**src/rtl/cache_axi_rd_bridge_pkg.sv**
```systemverilog
// Shared codes and state encoding for the cache miss-read AXI bridge.
// Request types, AXI constants and line geometry defaults.
package cache_axi_rd_bridge_pkg;

   localparam logic [2:0] RD_TYPE_BYTE = 3'b000;
   localparam logic [2:0] RD_TYPE_HALF = 3'b001;
   localparam logic [2:0] RD_TYPE_WORD = 3'b010;
   localparam logic [2:0] RD_TYPE_LINE = 3'b100;

   localparam int DEF_LINE_WORDS = 4;
   localparam int DEF_OFFLEN     = 4;

   localparam logic [1:0] AXI_BURST_INCR = 2'b01;
   localparam logic [1:0] AXI_RESP_OKAY  = 2'b00;
   localparam logic [2:0] AXI_SIZE_WORD  = 3'b010;

   typedef enum logic [2:0] {
      ST_IDLE = 3'b001,
      ST_AR   = 3'b010,
      ST_R    = 3'b100
   } state_t;

endpackage

```
**src/rtl/cache_axi_rd_bridge.sv**
```systemverilog
// Cache miss-read responder: one AXI4 read burst per request,
// R beats streamed back to the cache one cycle after acceptance.
module cache_axi_rd_bridge
   import cache_axi_rd_bridge_pkg::*;
#(
   parameter logic [3:0] ARID       = 4'd0,
   parameter int         LINE_WORDS = DEF_LINE_WORDS,
   parameter int         OFFLEN     = DEF_OFFLEN
) (
   input  logic        clk,
   input  logic        resetn,
   input  logic        rd_req,
   input  logic [2:0]  rd_type,
   input  logic [31:0] rd_addr,
   output logic        rd_rdy,
   output logic        ret_valid,
   output logic        ret_last,
   output logic [31:0] ret_data,
   output logic [3:0]  arid,
   output logic [31:0] araddr,
   output logic [7:0]  arlen,
   output logic [2:0]  arsize,
   output logic [1:0]  arburst,
   output logic        arvalid,
   input  logic        arready,
   input  logic [3:0]  rid,
   input  logic [31:0] rdata,
   input  logic [1:0]  rresp,
   input  logic        rlast,
   input  logic        rvalid,
   output logic        rready,
   output logic        err
);

   localparam logic [31:0] LINE_MASK = ~((32'd1 << OFFLEN) - 32'd1);
   localparam logic [7:0]  LINE_LEN  = 8'(LINE_WORDS - 1);

   state_t      state_q;
   state_t      state_d;
   logic [7:0]  cnt_q;
   logic        rd_hs;
   logic        ar_hs;
   logic        beat;
   logic        beat_err;

   assign rd_rdy  = (state_q == ST_IDLE);
   assign arvalid = (state_q == ST_AR);
   assign rready  = (state_q == ST_R);

   assign rd_hs = rd_req && rd_rdy;
   assign ar_hs = arvalid && arready;
   assign beat  = rvalid && rready;

   // Burst-shape checks use the count before this beat is added.
   assign beat_err = (rresp != AXI_RESP_OKAY)
                  || (rid != ARID)
                  || (rlast && (cnt_q != arlen))
                  || (!rlast && (cnt_q == arlen));

   always_ff @(posedge clk or negedge resetn) begin
      if (!resetn) begin
         state_q <= ST_IDLE;
      end else begin
         state_q <= state_d;
      end
   end

   always_comb begin
      state_d = state_q;
      unique case (1'b1)
         state_q[0]: if (rd_hs) state_d = ST_AR;
         state_q[1]: if (ar_hs) state_d = ST_R;
         state_q[2]: if (beat && rlast) state_d = ST_IDLE;
         default:    state_d = ST_IDLE;
      endcase
   end

   always_ff @(posedge clk or negedge resetn) begin
      if (!resetn) begin
         arid    <= '0;
         araddr  <= '0;
         arlen   <= '0;
         arsize  <= '0;
         arburst <= '0;
      end else if (rd_hs) begin
         arid    <= ARID;
         arburst <= AXI_BURST_INCR;
         if (rd_type == RD_TYPE_LINE) begin
            araddr <= rd_addr & LINE_MASK;
            arlen  <= LINE_LEN;
            arsize <= AXI_SIZE_WORD;
         end else begin
            araddr <= rd_addr;
            arlen  <= 8'd0;
            arsize <= {1'b0, rd_type[1:0]};
         end
      end
   end

   always_ff @(posedge clk or negedge resetn) begin
      if (!resetn) begin
         cnt_q <= '0;
      end else if (ar_hs) begin
         cnt_q <= '0;
      end else if (beat) begin
         cnt_q <= cnt_q + 8'd1;
      end
   end

   always_ff @(posedge clk or negedge resetn) begin
      if (!resetn) begin
         ret_valid <= 1'b0;
         ret_last  <= 1'b0;
         ret_data  <= '0;
      end else begin
         ret_valid <= beat;
         ret_last  <= beat && rlast;
         if (beat) ret_data <= rdata;
      end
   end

   // Sticky until reset; a bad beat still returns its data.
   always_ff @(posedge clk or negedge resetn) begin
      if (!resetn) begin
         err <= 1'b0;
      end else if (beat && beat_err) begin
         err <= 1'b1;
      end
   end

endmodule

```
**config.mk**
```make
export PLATFORM = sky130hd
export DESIGN_NAME = cache_axi_rd_bridge
export DESIGN_NICKNAME = d
export VERILOG_FILES = /design/src/rtl/cache_axi_rd_bridge_pkg.sv /design/src/rtl/cache_axi_rd_bridge.sv
export SDC_FILE = /design/constraint.sdc
export NUM_CORES = 1
export LEC_CHECK = 0
export ABC_AREA = 1
export BUFFER_PORTS_ARGS = -buffer_cell sky130_fd_sc_hd__buf_2
export CAP_MARGIN = 20
export CORE_MARGIN = 3
export CORE_UTILIZATION = 40
export CTS_CLUSTER_SIZE = 14
export DETAILED_ROUTE_END_ITERATION = 8
export PLACE_DENSITY = 0.71
export SKIP_CTS_REPAIR_TIMING = 1
export SLEW_MARGIN = 25
export SYNTH_ARGS = -nofsm -noshare
export SYNTH_HDL_FRONTEND = slang
export SYNTH_SLANG_ARGS = --single-unit
```
**constraint.sdc**
```tcl
create_clock -name clk -period 2.35 [get_ports clk]
set_input_delay 0.3525 -clock clk [delete_from_list [all_inputs] [get_ports clk]]
set_output_delay 0.3525 -clock clk [all_outputs]
set_load 0.02 [all_outputs]
```
Word level (Yosys, flattened, before mapping)
Cells that the tools add are included.
{"block": "op_classes", "addsub": 1, "n_eq_ne": 6, "n_mux": 9, "n_reduce_logical": 14}
{"operator": "8-bit 2-to-1 mux", "n": 2}
{"operator": "3-bit case mux with 3 select lines", "n": 1}
{"operator": "8-bit by 1-bit adder with 8-bit output, second input constant", "n": 1}
{"operator": "8-bit equality test", "n": 1}
{"operator": "8-bit != test", "n": 1}
{"operator": "1-bit logical AND", "n": 7}
{"operator": "3-bit equality test, second input constant", "n": 2}
{"operator": "2-bit 2-to-1 mux", "n": 3}
{"operator": "3-bit 2-to-1 mux", "n": 2}
{"operator": "4-bit 2-to-1 mux", "n": 1}
{"operator": "2-bit nonzero test", "n": 2}
{"operator": "4-bit nonzero test", "n": 1}
{"operator": "3-bit by 1-bit equality test with 1-bit output, second input constant", "n": 1}
{"operator": "3-bit by 2-bit equality test with 1-bit output, second input constant", "n": 1}
{"operator": "1-bit logical OR", "n": 3}
{"operator": "1-bit logical NOT", "n": 1}
{"block": "totals", "regBits": 90, "in_bits": 79, "out_inout_bits": 87, "elab_cells": 40}

Depth between registers and ports, before layout
Gate-level depths: netlist (run 1).
{"block": "logic_depth", "depth_word": 5, "ltp_mapped": 8, "ltp_nobuf": 8}

Worst setup path after synthesis (run 1)
No wires, ideal clock.
{"block": "synth_timing", "path_type": "reg-to-reg", "startpoint": "register state_q[2]", "endpoint": "register cnt_q[6]", "setup_time_ns": 0.127, "t_arrival_ns": 1.394, "slack_ns": 0.829, "path_stages_with_launch": 5, "synth_period_minus_slack_ns": 1.521, "cell_sequence": "dfrtp_1 -> nor3_1 -> nand2_2 -> nand4_1 -> o21ai_0"}
{"block": "synth_between", "elab_chain_cells": 3, "elab_cells_between_ends": 6}
{"element": "from (decl)", "line": "cache_axi_rd_bridge.sv:38", "source": "state_t state_q;"}
{"element": "from (signal assigned)", "line": "cache_axi_rd_bridge.sv:64", "source": "state_q <= state_d;"}
{"element": "3-bit by 2-bit equality test with 1-bit output (*)", "line": "cache_axi_rd_bridge.sv:47", "source": "assign arvalid = (state_q == ST_AR);"}
{"element": "net arvalid", "line": "cache_axi_rd_bridge.sv:24", "source": "output logic arvalid,"}
{"element": "1-bit logical AND (*)", "line": "cache_axi_rd_bridge.sv:51", "source": "assign ar_hs = arvalid && arready;"}
{"element": "8-bit 2-to-1 mux or 2-bit nonzero test (tied branches)"}
{"element": "to (signal assigned)", "line": "cache_axi_rd_bridge.sv:106", "source": "cnt_q <= cnt_q + 8'd1;"}
{"element": "to (decl)", "line": "cache_axi_rd_bridge.sv:40", "source": "logic [7:0] cnt_q;"}
Mark *: on every way through the listed nets, which the timed path passes. The rest lies on a longest branch.
A chain may end at the register's enable or synchronous reset.

Worst setup path in the final report (run 1)
{"block": "layout_timing", "startpoint": "register state_q[2]", "endpoint": "output arvalid"}
{"block": "layout_between", "elab_chain_cells": 1}
{"element": "3-bit by 2-bit equality test with 1-bit output", "line": "cache_axi_rd_bridge.sv:47"}
{"element": "to (decl)", "line": "cache_axi_rd_bridge.sv:24"}
Every way passes these cells.

==> out/metrics.cfg, run 1 <==
[run_status]
status=finished, final reports clean

[die]
start_util_pct=41.6
die_h_um=98.7
coreArea_um2=8260
io_pins=166
die_w_um=98.7
die_area_um2=9730
row_count=33

[cts]
clk_pin_slew_ps=90
cts_tree=yes
cts.sinks=82
cts.htree.levels=3
insertion_delay_ps=340
cts_root_buf=clkbuf_8
cts_buffer_depth=2
numCtsBuffers=9

[route]
ant_nets=0
firstDrtPassIters=7
dr_total_vias=2993
routedWlPerCell_um=12.1
drt_wl_total_um=8000
drc=0
viasPerCell=4.54
detail_route.iter0.violations=81

[synthesis]
netlist_area_um2=3430
async_reset_ff_share_pct=100
yosys_warnings=0
synth_area_per_cell_um2=8.65
syn_inst=397
yosysSeqAreaShare_pct=59.8
synth_seq_cells=82
yosysUniqueCellTypes=26
synth_edf_count=0
ys.flop_type=dfrtp_1

[power]
p_total_mw=2.55
p_leak_nw=2.79
ir_drop_mv=0.294
power_density_nw_per_um2=577

[timing]
period_needed_ps=1650
worstMarginPinSlew_ps=504
final-hold-violation-count=0
maxSlewViolCount=0
skew_ps=10.9
slew_headroom_pct=66.3
rsz0062_at_grt=false
finalSetupViolations=0
fmax_mhz=607
tns_ps=0
min_period_over_period_pct=70.1
setup_ws_ps=703

[finish]
fin_util_pct=53.5
final_nets=629
synthToLayoutAreaGrowth_pct=28.6
final_common_cell=nand2_1
diodes=0
final_cell_mix=208 x nand2_1, 152 x buf_2, 81 x dfrtp_1
final_layout_size_suffix_gt1_share_pct=33.0

[setup_path]
crit_slowest_cell=dfrtp_1
crit_required_ps=2000
cp_max_fo=4
critPathArrivalTime_ps=1290
crit_family=flip-flops
critPathBufInv=1
start_kind=flip-flop
r2r_slack_ps=730
crit_path_max_incr_delay_ps=430
path_class=reg -> out
path_cells=nor3_1 -> buf_2
crit_path_end_kind=output pin

[grt]
grt_pass1_wl_um=13300
grt_usage_pct=16.8
met1_usage_pct=23.2
gr-total-overflow=0
grt.met2_usage_pct=24.9
grt_antenna_before_repair=0
busiest_layer=met2
grt_pass1_vias=2881
gr-usage-met3_pct=5.59
grt_max_degree=51

[flow_run]
max-cap-violations=0

[placed_design]
dpl.hpwl_um=5790
dpl_worst_slack_ps=697
io_buffers=153
gp_congestion=0.755

[worst_hold_path]
hp-class=in -> reg

layer usage:
layer  routed length [µm]  vias up
met3                  866        8
met5                    0        -
met1                 3570     1360
met2                 3460      135
li1                     -     1490
met4                   99        0
stage by stage:
stage                     hold WS, ps  instance area [µm²]  std cells
final                             194                 4420        659
after global routing              179                 4420        659
after CTS                       -58.9                 4410        658
after detailed placement          327                 4210        642
after global placement            322                 4210        642
after floorplan                  56.9                 3480        408
area by class of cell:
type	instances	area [µm²]
clock buffers	9	124
clock inverters	7	77.6
fillers	777	3840
inverters	21	78.8
multi-input cells	277	1130
flip-flops and latches	82	2050
well taps	105	131
repair buffers	158	821
logic make-up after synthesis:
family	share of synthesized area, %
buffers and inverters	8.45
adders and majority gates	0.364
DFF	59.8
AOI/OAI and AO/OA	3.50
and+or+nand+nor	27.5
xor gates and xnor gates	0.255
other	0.109
cells in the mapped netlist (all sizes together) (3+ instances only):
cell / number / share of area [%]
a21oi: 5 / 0.73
buf: 28 / 6.2
dfrtp: 81 / 59
inv: 20 / 2.2
nand2: 210 / 23
nand3: 9 / 1.3
nand4: 3 / 0.55
nor2: 14 / 1.7
nor3: 4 / 0.73
o21ai: 14 / 2.1
power breakdown:
group | internal (mW) | total (mW) | switching (mW)
clock network | 0.500 | 1.02 | 0.519
registers | 1.41 | 1.41 | 0
logic | 0.0518 | 0.119 | 0.0672
sequential cells by signal, summed over array words and instances, names as in the netlist:
| register | count |
|---|---|
| err | 1 |
| ret_valid | 1 |
| ret_data | 32 |
| arlen | 1 |
| ret_last | 1 |
| arsize | 2 |
| cnt_q | 8 |
| arburst | 1 |
| state_q | 3 |
| araddr | 32 |
final timing paths:
kind                       depth (start not counted)                  endpoint                    from
max                                                2                   arvalid    state_q[2]$_DFF_PN0_
min reg2reg                                        1    arburst[0]$_DFFE_PN0P_  arburst[0]$_DFFE_PN0P_
min in group asynchronous                          2  ret_data[16]$_DFFE_PN0P_                  resetn
min                                                3    araddr[21]$_DFFE_PN0P_             rd_addr[21]
max reg2reg                                        6     araddr[2]$_DFFE_PN0P_    state_q[0]$_DFF_PN1_
max in group asynchronous                          3      state_q[0]$_DFF_PN1_                  resetn
worst reg2reg max path: cells and delay by family (launching register included):
kind                   cells  cell delay [ps]
AOI/OAI and AO/OA          2              350
buffers and inverters      1              380
and+or+nand+nor            3              250
DFF                        1              560
(Power assumes the default switching activity.)
==> inputs of run 2 (changes only) <==
--- a/config.mk
+++ b/config.mk
@@ -5,7 +5,7 @@
 export SDC_FILE = /design/constraint.sdc
 export NUM_CORES = 1
 export LEC_CHECK = 0
-export ABC_AREA = 1
+export ABC_AREA = 0
 export BUFFER_PORTS_ARGS = -buffer_cell sky130_fd_sc_hd__buf_2
 export CAP_MARGIN = 20
 export CORE_MARGIN = 3
==> constraint.sdc (replaced) <==
create_clock -name clk -period 1.6 [get_ports clk]
set_input_delay 0.24 -clock clk [delete_from_list [all_inputs] [get_ports clk]]
set_output_delay 0.24 -clock clk [all_outputs]
set_load 0.02 [all_outputs]
==> out/metrics.cfg, run 2 <==
[run_status]
status=finished, final reports clean

[synthesis]
synth_top_area_share_pct=60.4  ; +1.3 points
synth_mux_area_share_pct=11.0  ; +11 points
ys.flop_type=dfrtp_1
yosysSeqAreaShare_pct=61.1  ; +1.4 points
synth_common_cells=100 x nand2_1, 81 x dfrtp_1, 32 x mux2_2
yosys_warnings=0  ; unchanged
synth_seq_cells=82  ; unchanged
yosys-top-cells-area=dfrtp_1 60%, nand2_1 11%, mux2_2 11%, buf_4 3.1%, xor2_1 1.6%
synth_edf_count=0  ; unchanged
synth_xor_area_share_pct=1.83  ; +1.6 points
synth_most_common_cell=nand2_1
synth_top_family_by_area=simple AND/OR/NAND/NOR gates
async_reset_ff_share_pct=100  ; unchanged
synth_top_area_cell=dfrtp_1
synth_simple_gate_area_share_pct=18.0  ; -9.6 points
netlist_area_um2=3360  ; -2.2%
syn_inst=301  ; -24%
synthAdderAreaFrac_pct=0.373  ; +0.0083 points
synth_area_per_cell_um2=11.2  ; +29%
synth-compound-area-share_pct=2.31  ; -1.2 points
yosysUniqueCellTypes=33  ; +27%

[timing]
skew_ps=9.31  ; -1.54 ps
final-hold-violation-count=0  ; unchanged
min_period_over_period_pct=94.9
period_needed_ps=1520
maxSlewViolCount=0  ; unchanged
fmax_mhz=658
finalSetupViolations=0  ; unchanged

[setup_path]
crit_required_ps=1860  ; -140 ps
crit_slowest_cell=or4_4
start_kind=flip-flop
crit_path_end_kind=flip-flop
crit_family=simple AND/OR/NAND/NOR gates
path_class=reg -> reg
cp_max_fo=5  ; +1
critPathArrivalTime_ps=1770  ; +480 ps
critPathBufInv=0  ; -1
path_cells=or4_4 -> a2111oi_4 -> nor4_2 -> a211oi_2
crit_path_max_incr_delay_ps=540  ; +110 ps

[finish]
design_area_um2=4480  ; +1.4%
fillers=708  ; -8.9%
layout.cells.non_filler=567  ; -14%
final_common_cell=buf_2
seqCellArea_um2=2060  ; +0.12%
fin_util_pct=56.5  ; +3.0 points
final_cell_mix=151 x buf_2, 100 x nand2_1, 79 x dfrtp_1
final_layout_size_suffix_gt1_share_pct=47.7  ; +15 points
diodes=0  ; unchanged
multi_input_area_um2=1190  ; +4.9%
final_nets=540  ; -14%
top_regs=araddr: 32 flops, ret_data: 32 flops, cnt_q: 8 flops
synthToLayoutAreaGrowth_pct=33.5

[cts]
cts.sinks=82  ; unchanged
cts_root_buf=clkbuf_8
cts.htree.levels=3  ; unchanged
numCtsBuffers=9  ; unchanged
insertion_delay_ps=330  ; about the same
cts_buffer_depth=2  ; unchanged
clk_pin_slew_ps=80  ; about the same
cts_tree=yes

[route]
drt_wl_total_um=7570  ; -5.3%
dr_total_vias=2611  ; -13%
drc=0  ; unchanged
detail_route.iter0.violations=104  ; +28%
routedWlPerCell_um=13.3  ; +10%
viasPerCell=4.60  ; +1.4%
firstDrtPassIters=5  ; -2
ant_nets=0  ; unchanged

[placed_design]
io_buffers=153  ; unchanged
dpl.hpwl_um=5660  ; -2.1%
placed_area_um2=4250  ; +0.98%
place_inst=549  ; -14%
gp_congestion=0.779  ; +3.2%

[die]
die_area_um2=9530  ; -2.1%
io_pins=166  ; unchanged
row_count=32  ; -3.0%
coreArea_um2=7930  ; -4.0%
die_w_um=97.6  ; -1.0%
die_h_um=97.6  ; -1.0%
start_util_pct=42.4  ; +0.77 points

[grt]
grt_pass1_vias=2754  ; -4.4%
grt_antenna_before_repair=0  ; unchanged
grt_usage_pct=16.6  ; -0.13 points
grt_max_degree=83  ; +63%
gr-total-overflow=0  ; unchanged
grt_pass1_wl_um=13000  ; -2.4%

[power]
p_leak_nw=2.69  ; -3.5%
ir_drop_mv=0.388  ; +32%
p_total_mw=3.65  ; +43%
power_density_nw_per_um2=814  ; +41%

[worst_hold_path]
hp-class=in -> reg

[flow_run]
max-cap-violations=0  ; unchanged

==> run 2: cell count changes after synthesis, sizes merged, moves of 2 or more <==
cell / previous run / this run
nor2: 14 / 12
o21ai: 14 / 4
nor4: 0 / 2
buf: 28 / 23
inv: 20 / 3
clkbuf: 0 / 4
nand2: 210 / 100
nor3b: 0 / 3
a21oi: 5 / 2
xor2: 1 / 6
mux2: 0 / 32
and2: 0 / 3
nor3: 4 / 1
==> run 2: routing by layer <==
layer	GRT usage [%]	part of all wire, %	vias to the layer above
li1	-	-	1268
met1	20.2	42	1226
met2	27.3	47	110
met3	6.53	9.8	7
met4	5.11	0.83	0
met5	0	0	-
==> run 2: worst paths after layout <==
| kind | from | endpoint | slack (ps) | cells past startpoint |
|---|---|---|---|---|
| worst max-delay path | cnt_q[3]$_DFFE_PN0P_ | err$_DFFE_PN0P_ | 80 | 4 |
| worst min-delay path | rd_addr[27] | araddr[27]$_DFFE_PN0P_ | 100 | 3 |
| worst max register to register | cnt_q[3]$_DFFE_PN0P_ | err$_DFFE_PN0P_ | 80 | 4 |
| worst min register to register | araddr[2]$_DFFE_PN0P_ | araddr[2]$_DFFE_PN0P_ | 470 | 2 |
| max in group asynchronous | resetn | ret_data[31]$_DFFE_PN0P_ | 780 | 3 |
| min in group asynchronous | resetn | ret_data[29]$_DFFE_PN0P_ | 440 | 3 |
==> run 2: power breakdown <==
part | internal [mW] | leakage [nW] | switching (mW)
Sequential | 2.07 | 1.14 | 0
Clock | 0.717 | 0.0893 | 0.690
Combinational | 0.0770 | 1.46 | 0.0954
Total | 2.86 | 2.69 | 0.785
==> run 2: tightest hold or removal path, stage by stage <==
cell and delay [ps]:
buf_2 80, nand2_1 40, nand2_1 50
==> run 2: area by class of cell <==
cell class	instances	share of cell area (%)
Clock buffer	11	2.93
Clock inverter	5	1.23
Inverter	3	0.251
Multi-Input combinational cell	200	26.5
Sequential cell	82	45.9
Tap cell	102	2.85
Timing Repair Buffer	164	20.4
==> run 2: logic make-up (layout without fill, tap and decap cells) <==
family          after synthesis  count (layout)
mux                          33              33
compound gates                9               9
other cells                   1              12
buf+inv                      30             183
fa+ha+maj                     1               1
xor+xnor                      7               7
simple gates                138             138
flops                        82              82
==> run 2: per-stage QoR <==
stage          TNS (ps)  hold WS, ps  worst slack (ps)
2_1_floorplan   -0.0216        -55.6           -0.0216
3_3_place_gp          0          304               107
3_5_place_dp          0          312              72.5
4_1_cts           -61.9        -66.8             -61.9
5_1_grt           -4.60         79.8             -4.60
6_report              0         98.7              81.3
